===== config.mk =====
export PLATFORM = sky130hd
export DESIGN_NAME = riscv_test_monitor
export DESIGN_NICKNAME = d
export VERILOG_FILES = /design/src/rtl/riscv_test_monitor.sv
export SDC_FILE = /design/constraint.sdc
export NUM_CORES = 1
export LEC_CHECK = 0
export CAP_MARGIN = 20
export CORE_ASPECT_RATIO = 2
export CORE_MARGIN = 5
export CORE_UTILIZATION = 49
export CTS_CLUSTER_SIZE = 24
export DETAILED_ROUTE_END_ITERATION = 12
export GPL_TIMING_DRIVEN = 0
export PLACE_DENSITY = 0.86
export SKIP_CTS_REPAIR_TIMING = 1
export SLEW_MARGIN = 20
export SYNTH_ARGS = -nofsm -noshare
export SYNTH_HDL_FRONTEND = slang
export SYNTH_SLANG_ARGS = --single-unit

===== constraint.sdc =====
create_clock -name clk -period 4.2 [get_ports clk]
set_input_delay 0.42 -clock clk [delete_from_list [all_inputs] [get_ports clk]]
set_output_delay 0.42 -clock clk [all_outputs]
set_load 0.1 [all_outputs]

===== src/rtl/riscv_test_monitor.sv =====
// riscv_test_monitor
// End-of-test monitor for the single-cycle RISC-V core. It watches the program
// counter for the self-branch halt idiom and checks a fixed set of word stores.
// It also applies a cycle budget. The verdict is held on registered outputs so
// that it can drive LEDs or a UART on the board as well as a simulation bench.
//
// d_dt encoding follows funct3[1:0] of the load/store instruction:
//   2'b00 byte, 2'b01 half, 2'b10 word (2'b11 unused, such stores are ignored).
module riscv_test_monitor #(
  parameter int                   N_CHK          = 2,
  parameter logic [N_CHK*32-1:0]  CHK_ADDR       = {32'd100, 32'd96},
  parameter logic [N_CHK*32-1:0]  CHK_DATA       = {32'd25, 32'd7},
  parameter int                   HALT_REPEAT    = 3,
  parameter int                   TIMEOUT_CYCLES = 1000,
  parameter int                   CNT_W          = 32
) (
  input  logic              clk,
  input  logic              rst,
  input  logic [31:0]       pc,
  input  logic [31:0]       d_addr,
  input  logic [31:0]       d_wd,
  input  logic              d_we,
  input  logic [1:0]        d_dt,
  output logic              done,
  output logic [1:0]        status,
  output logic [N_CHK-1:0]  hit_mask,
  output logic [CNT_W-1:0]  cycles
);

  localparam logic [1:0] DT_BYTE = 2'b00;
  localparam logic [1:0] DT_HALF = 2'b01;
  localparam logic [1:0] DT_WORD = 2'b10;

  // The stall counter only has to count up to HALT_REPEAT-1.
  localparam int STALL_W = (HALT_REPEAT > 2) ? $clog2(HALT_REPEAT) : 1;
  localparam logic [STALL_W-1:0] STALL_MAX = STALL_W'(HALT_REPEAT - 1);
  localparam logic [STALL_W-1:0] HALT_AT   = STALL_W'(HALT_REPEAT - 2);
  localparam logic [CNT_W-1:0]   TO_LAST   = CNT_W'(TIMEOUT_CYCLES - 1);

  // State codes equal the status codes reported to the outside world.
  typedef enum logic [1:0] {
    ST_RUN     = 2'b00,
    ST_PASS    = 2'b01,
    ST_FAIL    = 2'b10,
    ST_TIMEOUT = 2'b11
  } state_e;

  state_e              state_q, state_d;
  logic                done_q, done_d;
  logic [1:0]          status_q, status_d;
  logic [N_CHK-1:0]    hit_q, hit_d;
  logic [N_CHK-1:0]    seen_q, seen_d;
  logic [N_CHK-1:0]    bad_q, bad_d;
  logic [CNT_W-1:0]    cycles_q, cycles_d;
  logic [STALL_W-1:0]  stall_q, stall_d;
  logic [31:0]         prev_pc_q, prev_pc_d;
  logic                prev_vld_q, prev_vld_d;

  // Per-check decode of the current data-memory access.
  logic [N_CHK-1:0]    word_hit;   // full-word store to exactly this address
  logic [N_CHK-1:0]    sub_hit;    // half/byte store touching this word
  logic [N_CHK-1:0]    data_eq;    // write data equals the expected value

  for (genvar gi = 0; gi < N_CHK; gi++) begin : g_chk
    assign word_hit[gi] = d_we && (d_dt == DT_WORD) &&
                          (d_addr == CHK_ADDR[32*gi +: 32]);
    assign sub_hit[gi]  = d_we && ((d_dt == DT_HALF) || (d_dt == DT_BYTE)) &&
                          (d_addr[31:2] == CHK_ADDR[32*gi+2 +: 30]);
    assign data_eq[gi]  = (d_wd == CHK_DATA[32*gi +: 32]);
  end

  // Check state including this cycle's store, so a store on the halting
  // edge still counts towards the verdict.
  logic [N_CHK-1:0] seen_n, hit_n, bad_n;
  logic             same_pc, halt;

  assign seen_n  = seen_q | word_hit;
  assign hit_n   = (hit_q & ~(word_hit | sub_hit)) | (word_hit & data_eq);
  assign bad_n   = bad_q | sub_hit;
  assign same_pc = prev_vld_q && (pc == prev_pc_q);
  assign halt    = same_pc && (stall_q == HALT_AT);

  // Next-state and next-output logic; terminal states keep everything frozen.
  always_comb begin
    state_d    = state_q;
    done_d     = done_q;
    status_d   = status_q;
    hit_d      = hit_q;
    seen_d     = seen_q;
    bad_d      = bad_q;
    cycles_d   = cycles_q;
    stall_d    = stall_q;
    prev_pc_d  = prev_pc_q;
    prev_vld_d = prev_vld_q;

    if (state_q == ST_RUN) begin
      cycles_d   = (cycles_q == {CNT_W{1'b1}}) ? cycles_q : cycles_q + 1'b1;
      prev_pc_d  = pc;
      prev_vld_d = 1'b1;
      if (same_pc) begin
        stall_d = (stall_q == STALL_MAX) ? stall_q : stall_q + 1'b1;
      end else begin
        stall_d = '0;
      end
      seen_d = seen_n;
      hit_d  = hit_n;
      bad_d  = bad_n;

      // A halt on the last budgeted cycle still produces a pass/fail verdict.
      if (halt) begin
        state_d = (&(seen_n & hit_n & ~bad_n)) ? ST_PASS : ST_FAIL;
      end else if (cycles_q == TO_LAST) begin
        state_d = ST_TIMEOUT;
      end
    end

    done_d   = (state_d != ST_RUN);
    status_d = state_d;
  end

  // State and output registers with asynchronous clear.
  always_ff @(posedge clk or posedge rst) begin
    if (rst) begin
      state_q    <= ST_RUN;
      done_q     <= 1'b0;
      status_q   <= 2'b00;
      hit_q      <= '0;
      seen_q     <= '0;
      bad_q      <= '0;
      cycles_q   <= '0;
      stall_q    <= '0;
      prev_pc_q  <= '0;
      prev_vld_q <= 1'b0;
    end else begin
      state_q    <= state_d;
      done_q     <= done_d;
      status_q   <= status_d;
      hit_q      <= hit_d;
      seen_q     <= seen_d;
      bad_q      <= bad_d;
      cycles_q   <= cycles_d;
      stall_q    <= stall_d;
      prev_pc_q  <= prev_pc_d;
      prev_vld_q <= prev_vld_d;
    end
  end

  assign done     = done_q;
  assign status   = status_q;
  assign hit_mask = hit_q;
  assign cycles   = cycles_q;

endmodule


* Word level (Yosys, flattened, before mapping) *
Cells that the tools add are included.

storage, ports and cells
  flip-flop bits (word level) = 76
  input port bits = 101
  logic and storage cells = 57

operators by class
  $add $sub $neg = 2
  equal/unequal tests = 14
  muxes and demuxes = 6
  bitwise gates (word level) = 11
  reductions and logical operators = 15

operators with widths
  cell                     count
  $eq A32 B7 Y1 const B    2
  $eq A30 B5 Y1 const B    2
  $add A32 B1 Y32 const B  1
  $eq A32 B10 Y1 const B   1
  $eq A32 B3 Y1 const B    1
  $eq A32 B32 Y1           1
  $eq A32 B32 Y1 const B   1
  $eq A32 B5 Y1 const B    1
  $mux W2                  6
  $and A2 B2 Y2            4
  $logic_and A1 B1 Y1      8
  $or A2 B2 Y2             4
  $reduce_and A2 Y1        3
  $eq A2 B1 Y1 const B     2
  $eq A2 B2 Y1 const B     2
  $logic_not A2 Y1         2
  $not A2 Y2               2
  $add A2 B1 Y2 const B    1
  $ne A2 B2 Y1 const B     1
  $reduce_bool A2 Y1       1
  $logic_or A1 B1 Y1       1
  $not A1 Y1               1

* Logic depth before layout (Yosys ltp) *
Gate-level depths: netlist of run 1.

  depth after elaboration = 15
  depth in mapped cells = 8

* Worst setup path before layout of run 1 *
OpenSTA, ideal clock, no wires.

  kind = reg2reg
  start = register cycles_q[0], in the netlist cycles[0]
  end = register cycles_q[9], in the netlist cycles[9]
  setup time = 0.165 ns
  data arrival time = 2.626 ns
  required time = 4.035 ns
  path slack = 1.409 ns
  cell stages (with the launch flop) = 9
  path buffers = 1
  period minus slack after synthesis = 2.791 ns
  cells stage by stage = dfrtp_1 -> ha_1 -> and4_1 -> nand2_1 -> nor4_4 -> nand2b_1 -> buf_4 -> nor3_1 -> xor2_1

between the ends
  longest elaborated chain between the ends = 3
  elaborated cells on any way between the ends = 4
  those cells by class = add/sub: 1; eq/ne: 1; bitwise: 1; reduce/logical: 1

RTL lines
  element                                                  RTL line  text
  from (decl)                                              54        logic [CNT_W-1:0] cycles_q, cycles_d;
  from (signal assigned)                                   141       cycles_q <= cycles_d;
  branches (longest 3 deep; another with $add A32 B1 Y32)  --

Parallel ways; which one is timed is not known.
A chain may end at the register's enable or synchronous reset.

* Final worst setup path of run 1 *
  start = input port pc[26]
  end = register stall_q[0]

between the ends
  longest elaborated chain between the ends = 4
  elaborated cells on any way between the ends = 5
  those cells by class = eq/ne: 2; mux: 1; reduce/logical: 2

RTL lines
  element                      RTL line  text
  from (decl)                  19        input logic [31:0] pc,
  $eq A32 B32 Y1 (*)           80        assign same_pc = prev_vld_q && (pc == prev_pc_q);
  $logic_and A1 B1 Y1 (*)      80
  $ne A2 B2 Y1 (no line)       --
  $reduce_and A2 Y1 (no line)  --
  to (signal assigned)         142       stall_q <= stall_d;
  to (decl)                    55        logic [STALL_W-1:0] stall_q, stall_d;

Every way passes the cells marked *; elsewhere a longest branch is shown, timed or not.

==> results of run 1 <==
worst paths after layout:
path | start | endpoint | slack, ns | cells past startpoint
worst max-delay path | pc[26] | stall_q[0]$_DFFE_PP0P_ | 1.74 | 7
worst min-delay path | rst | cycles[21]$_DFFE_PP0P_ | 0.38 | 2
worst max register to register | prev_pc_q[26]$_DFFE_PP0P_ | stall_q[0]$_DFFE_PP0P_ | 1.87 | 6
worst min register to register | seen_q[0]$_DFFE_PP0P_ | seen_q[0]$_DFFE_PP0P_ | 0.47 | 1
max in group asynchronous | rst | cycles[26]$_DFFE_PP0P_ | 3.28 | 3
min in group clk | seen_q[0]$_DFFE_PP0P_ | seen_q[0]$_DFFE_PP0P_ | 0.47 | 1
synth_stat cells, drive strengths merged (2+ instances only):
cell    count  area, um2
dfrtp      76       1902
nand2     117      439.2
a31oi       2      12.51
xor2       39      341.6
ha          3      37.54
nand2b      3      18.77
buf         4      20.02
inv         4      15.01
nor2        7      26.28
a31o        3      26.28
nor4b       3      26.28
nand3      16      80.08
nand4      14      93.84
or2         3      18.77
xnor2      24      210.2
clkbuf      9      33.78
nor4       35      255.2
nor3        7      40.04
or3         2      12.51
o21ai       3      15.01
and4        6      52.55
or4         3      22.52
nor2b       2      12.51
and3        3      18.77
logic make-up after synthesis:
family	share of synthesized area (%)
buffers and inverters	1.775
adder cells (fa/ha/maj)	0.9682
XOR/XNOR	14.23
AND/OR/NAND/NOR	30.46
flip-flops	49.05
AO/OA/AOI/OAI	3.259
multiplexers	0.2582
state kept, by name (all words and copies together), names as in the netlist:
register / flops
hit_mask: 2
status: 2
prev_pc_q: 32
done: 1
stall_q: 2
seen_q: 2
prev_vld_q: 1
cycles: 32
bad_q: 2
layer usage:
metal | GRT usage, % | vias up | wire (um)
li1 | - | 1708 | -
met1 | 28.18 | 1671 | 4336
met2 | 39.49 | 136 | 5569
met3 | 5.646 | 16 | 796
met4 | 7.084 | 0 | 189
met5 | 0 | - | 0
power breakdown:
group | switching, W | internal, W
logic | 0.0000595 | 0.000108
clock network | 0.000291 | 0.000612
registers | 0.0000115 | 0.000748
total | 0.000362 | 0.00147
per-stage QoR:
step / utilization (%) / std cells / hold slack [ns]
4_1_cts: 73.47 / 655 / 0.3807
3_3_place_gp: 68.59 / 638 / 0.4495
2_1_floorplan: - / 405 / 0.4315
5_1_grt: 73.47 / 655 / 0.3899
3_5_place_dp: 68.97 / 639 / 0.4575
6_report: 73.47 / 655 / 0.3767
layout make-up:
class                      count  area [um2]
fill                         569        2077
buffer                        13       53.80
sequential                    76        1902
clock inverter                 4       95.09
multi-input combinational    312        1907
timing repair buffer         138        1399
inverter                       4       17.52
clock buffer                  12       256.5
tap                           96       120.1
==> impl_metrics.ini, run 1 <==
[outcome]
status = completed

[final_layout]
diodes = 0
area_growth_pct = 48.31
drive_above_1_share_pct = 5.188
final_common_cell = clkdlybuf4s50_1
layout.nets = 658
final_cell_mix = clkdlybuf4s50_1, nand2_1, dfrtp_1
fin_area_mm2 = 0.005751

[power_and_ir_drop]
peakVddDrop_v = 0.0003118
total_power_w = 0.001830
p_per_area_mw_per_mm2 = 318.2
p_leak_nw = 2.484

[worst_hold_path]
hold_path.class = input port to async pin

[timing]
finalCriticalPeriod_ns = 2.461
slew_headroom_pct = 33.16
setup_tns_ns = 0
hold_violations = 0
setup_violations = 0
worst_pin_slew_ns = 0.9995
fin_crit_sh_pct = 58.59
setup_ws_ns = 1.739
rsz0062_at_grt = no
fmax_mhz = 406.3
slew_viol_final = 0
skew_ns = 0.007027

[detailed_routing]
drt_iter0_drc = 235
vias = 3531
drt-vias-per-instance = 5.391
drt-total-wl_mm = 10.89
drcViolationCount = 0
ant_nets = 0
dr.pass1.iters = 4
wl_per_cell_um = 16.63

[yosys]
synth.cell_area_mm2 = 0.003877
syn_nets = 509
yosys_most_used_dff = dfrtp_1
yosysWarnings = 0
ys_types = 49
avgSynthCellArea_um2 = 9.574
synth_edf_count = 0
syn_inst = 405
ys_seq_area_share_pct = 49.05
ys_ff_latch = 76
async_reset_ff_share_pct = 100.0

[clocking]
cts-root-buf = clkbuf_16
cts_buffers = 9
numClockSinks = 76
cts_buffer_depth = 2
htreeDepth = 3
path_clk_slew_ns = 0.06
cts_tree = yes
worstSkewPairLatency_ns = 0.34

[critical_path]
critical_path.top_delay_family = simple AND/OR/NAND/NOR gates
critPathBufInv = 1
worstPathArrival_ns = 2.72
path_max_fanout = 2
crit_type = input port to flop
crit_slowest_cell = or4_1
cp-end-kind = flop
crit_chain = clkdlybuf4s50_1 > xor2_1 > nor4_1 > nand4_1 > or4_1 > or3_1 > mux2i_1
start_kind = input port
crit_required_ns = 4.46
critPathMaxStageDelay_ns = 0.62

[die]
num_io_pins = 138
die_x_um = 72.90
start_util_pct = 49.54
die_y_um = 135.8
design.die.area_mm2 = 0.009900
rows = 46
core-area_mm2 = 0.007828

[global_routing]
grtUsageTotal_pct = 23.07
grt_overflow = 0
grt_pass1_vias = 3650
grt_pass1_wl_mm = 17.77
antenna_found_initial = 0
grt_max_degree = 59

[placed_design]
placed_cell_area_mm2 = 0.005399
dpl_worst_slack_ns = 1.474
place_hpwl_mm = 8.286
io_buffers = 137
gp_congestion = 0.8968

[job]
maxCapViolations = 0
Note: power is estimated with default switching activity, not from simulation.
==> run 2: changes to the inputs <==
--- a/config.mk
+++ b/config.mk
@@ -8,11 +8,11 @@
 export CAP_MARGIN = 20
 export CORE_ASPECT_RATIO = 2
 export CORE_MARGIN = 5
-export CORE_UTILIZATION = 49
+export CORE_UTILIZATION = 41
 export CTS_CLUSTER_SIZE = 24
 export DETAILED_ROUTE_END_ITERATION = 12
 export GPL_TIMING_DRIVEN = 0
-export PLACE_DENSITY = 0.86
+export PLACE_DENSITY = 0.77
 export SKIP_CTS_REPAIR_TIMING = 1
 export SLEW_MARGIN = 20
 export SYNTH_ARGS = -nofsm -noshare
==> constraint.sdc (replaced) <==
create_clock -name clk -period 2 [get_ports clk]
set_input_delay 0.2 -clock clk [delete_from_list [all_inputs] [get_ports clk]]
set_output_delay 0.2 -clock clk [all_outputs]
set_load 0.1 [all_outputs]
==> impl_metrics.ini, run 2 (synthesis results as in run 1) <==
[outcome]
status = finished with violations
violations = negative setup slack

[detailed_routing]
wl_per_cell_um = 17.97
drt-total-wl_mm = 12.56
drt-vias-per-instance = 5.326
vias = 3723
ant_nets = 0
drcViolationCount = 0
dr.pass1.iters = 4
drt_iter0_drc = 183

[critical_path]
path_max_fanout = 2
critPathBufInv = 0
crit_slowest_cell = or4_4
worstPathArrival_ns = 2.57
critPathMaxStageDelay_ns = 0.53
crit_required_ns = 2.25
crit_type = flop to flop
start_kind = flop
crit_chain = xor2_1 > nor4_2 > nand4_1 > or4_4 > or3_4 > mux2i_1
cp-end-kind = flop
critical_path.top_delay_family = simple AND/OR/NAND/NOR gates

[global_routing]
antenna_found_initial = 0
grtUsageTotal_pct = 19.88
grt_overflow = 0
use_met3_pct = 3.537
busiest_layer = met2
grt_use_met1_pct = 20.96
gr-usage-met2_pct = 36.88
grt_pass1_wl_mm = 18.11
grt_pass1_vias = 3750
grt_max_degree = 23

[die]
core-area_mm2 = 0.009321
die_x_um = 78.77
num_io_pins = 138
design.die.area_mm2 = 0.01162
rows = 50
start_util_pct = 41.60
die_y_um = 147.5

[clocking]
cts_buffer_depth = 2
cts_tree = yes
cts-root-buf = clkbuf_16
numClockSinks = 76
htreeDepth = 3
cts_buffers = 9
worstSkewPairLatency_ns = 0.33
path_clk_slew_ns = 0.06

[timing]
slew_headroom_pct = 32.93
hold_violations = 0
setup_ws_ns = -0.3240
setup_violations = 20
rsz0062_at_grt = yes
fmax_mhz = 430.3
finalCriticalPeriod_ns = 2.324
fin_crit_sh_pct = 116.2
slew_viol_final = 0
whs_ns = 0.1899
skew_ns = 0.004464
worst_pin_slew_ns = 1.004

[placed_design]
place_hpwl_mm = 9.002
gp_congestion = 0.8507
io_buffers = 137
dpl_worst_slack_ns = -0.6857

[final_layout]
area_growth_pct = 72.44
diodes = 0
final_common_cell = nand2_1
final_cell_mix = nand2_1, clkdlybuf4s50_1, dlymetal6s2s_1
drive_above_1_share_pct = 26.22
layout.nets = 694
fillers = 656

[power_and_ir_drop]
p_per_area_mw_per_mm2 = 555.0
peakVddDrop_v = 0.0005868
p_leak_nw = 3.485

[worst_hold_path]
hold_path.class = input port to async pin

[job]
maxCapViolations = 0
==> run 2: power breakdown <==
group,total [W],switching (W),leakage [nW],internal [W]
registers,0.00159,0.0000239,0.901,0.00157
clock network,0.00173,0.000606,0.159,0.00112
logic,0.000390,0.000148,2.43,0.000242
total,0.00371,0.000779,3.49,0.00293
==> run 2: through the flow <==
stage	cell area, um2	total power [W]	instances	TNS (ns)	util (%)
detailed placement	5588	0.001989	649	-6.722	59.95
CTS	5906	0.003715	665	-9.529	63.36
floorplan	4004	0.001722	405	-7.523	-
global placement	5505	0.001957	646	-6.326	59.06
global route	6686	0.003850	699	-3.701	71.73
finish	6686	0.003711	699	-1.546	71.73
==> run 2: layer usage <==
layer  vias up  routed length [um]
met5         -                   0
met4         0                 489
met3        34                 515
met2        98                7154
met1      1816                4399
li1       1775                   -
==> run 2: final timing paths <==
path | start | endpoint | slack [ns] | depth (start not counted)
worst max-delay path | prev_pc_q[26]$_DFFE_PP0P_ | stall_q[0]$_DFFE_PP0P_ | -0.32 | 6
worst min-delay path | rst | cycles[0]$_DFFE_PP0P_ | 0.19 | 2
worst max register to register | prev_pc_q[26]$_DFFE_PP0P_ | stall_q[0]$_DFFE_PP0P_ | -0.32 | 6
worst min register to register | bad_q[1]$_DFFE_PP0P_ | bad_q[1]$_DFFE_PP0P_ | 0.47 | 1
max in group asynchronous | rst | cycles[23]$_DFFE_PP0P_ | 1.01 | 5
min in group clk | d_dt[1] | bad_q[0]$_DFFE_PP0P_ | 0.19 | 2
==> run 2: layout make-up <==
type                    instances  area [um2]  share of cell area (%)
multi-input cells             312        2295                   34.32
well taps                     104       130.1                   1.946
clock buffers                  11       242.7                   3.630
repair buffers                174        1884                   28.18
inverters                       4       18.77                  0.2807
clock inverters                 5       75.07                   1.123
plain buffers                  13       96.34                   1.441
flip-flops and latches         76        1944                   29.08
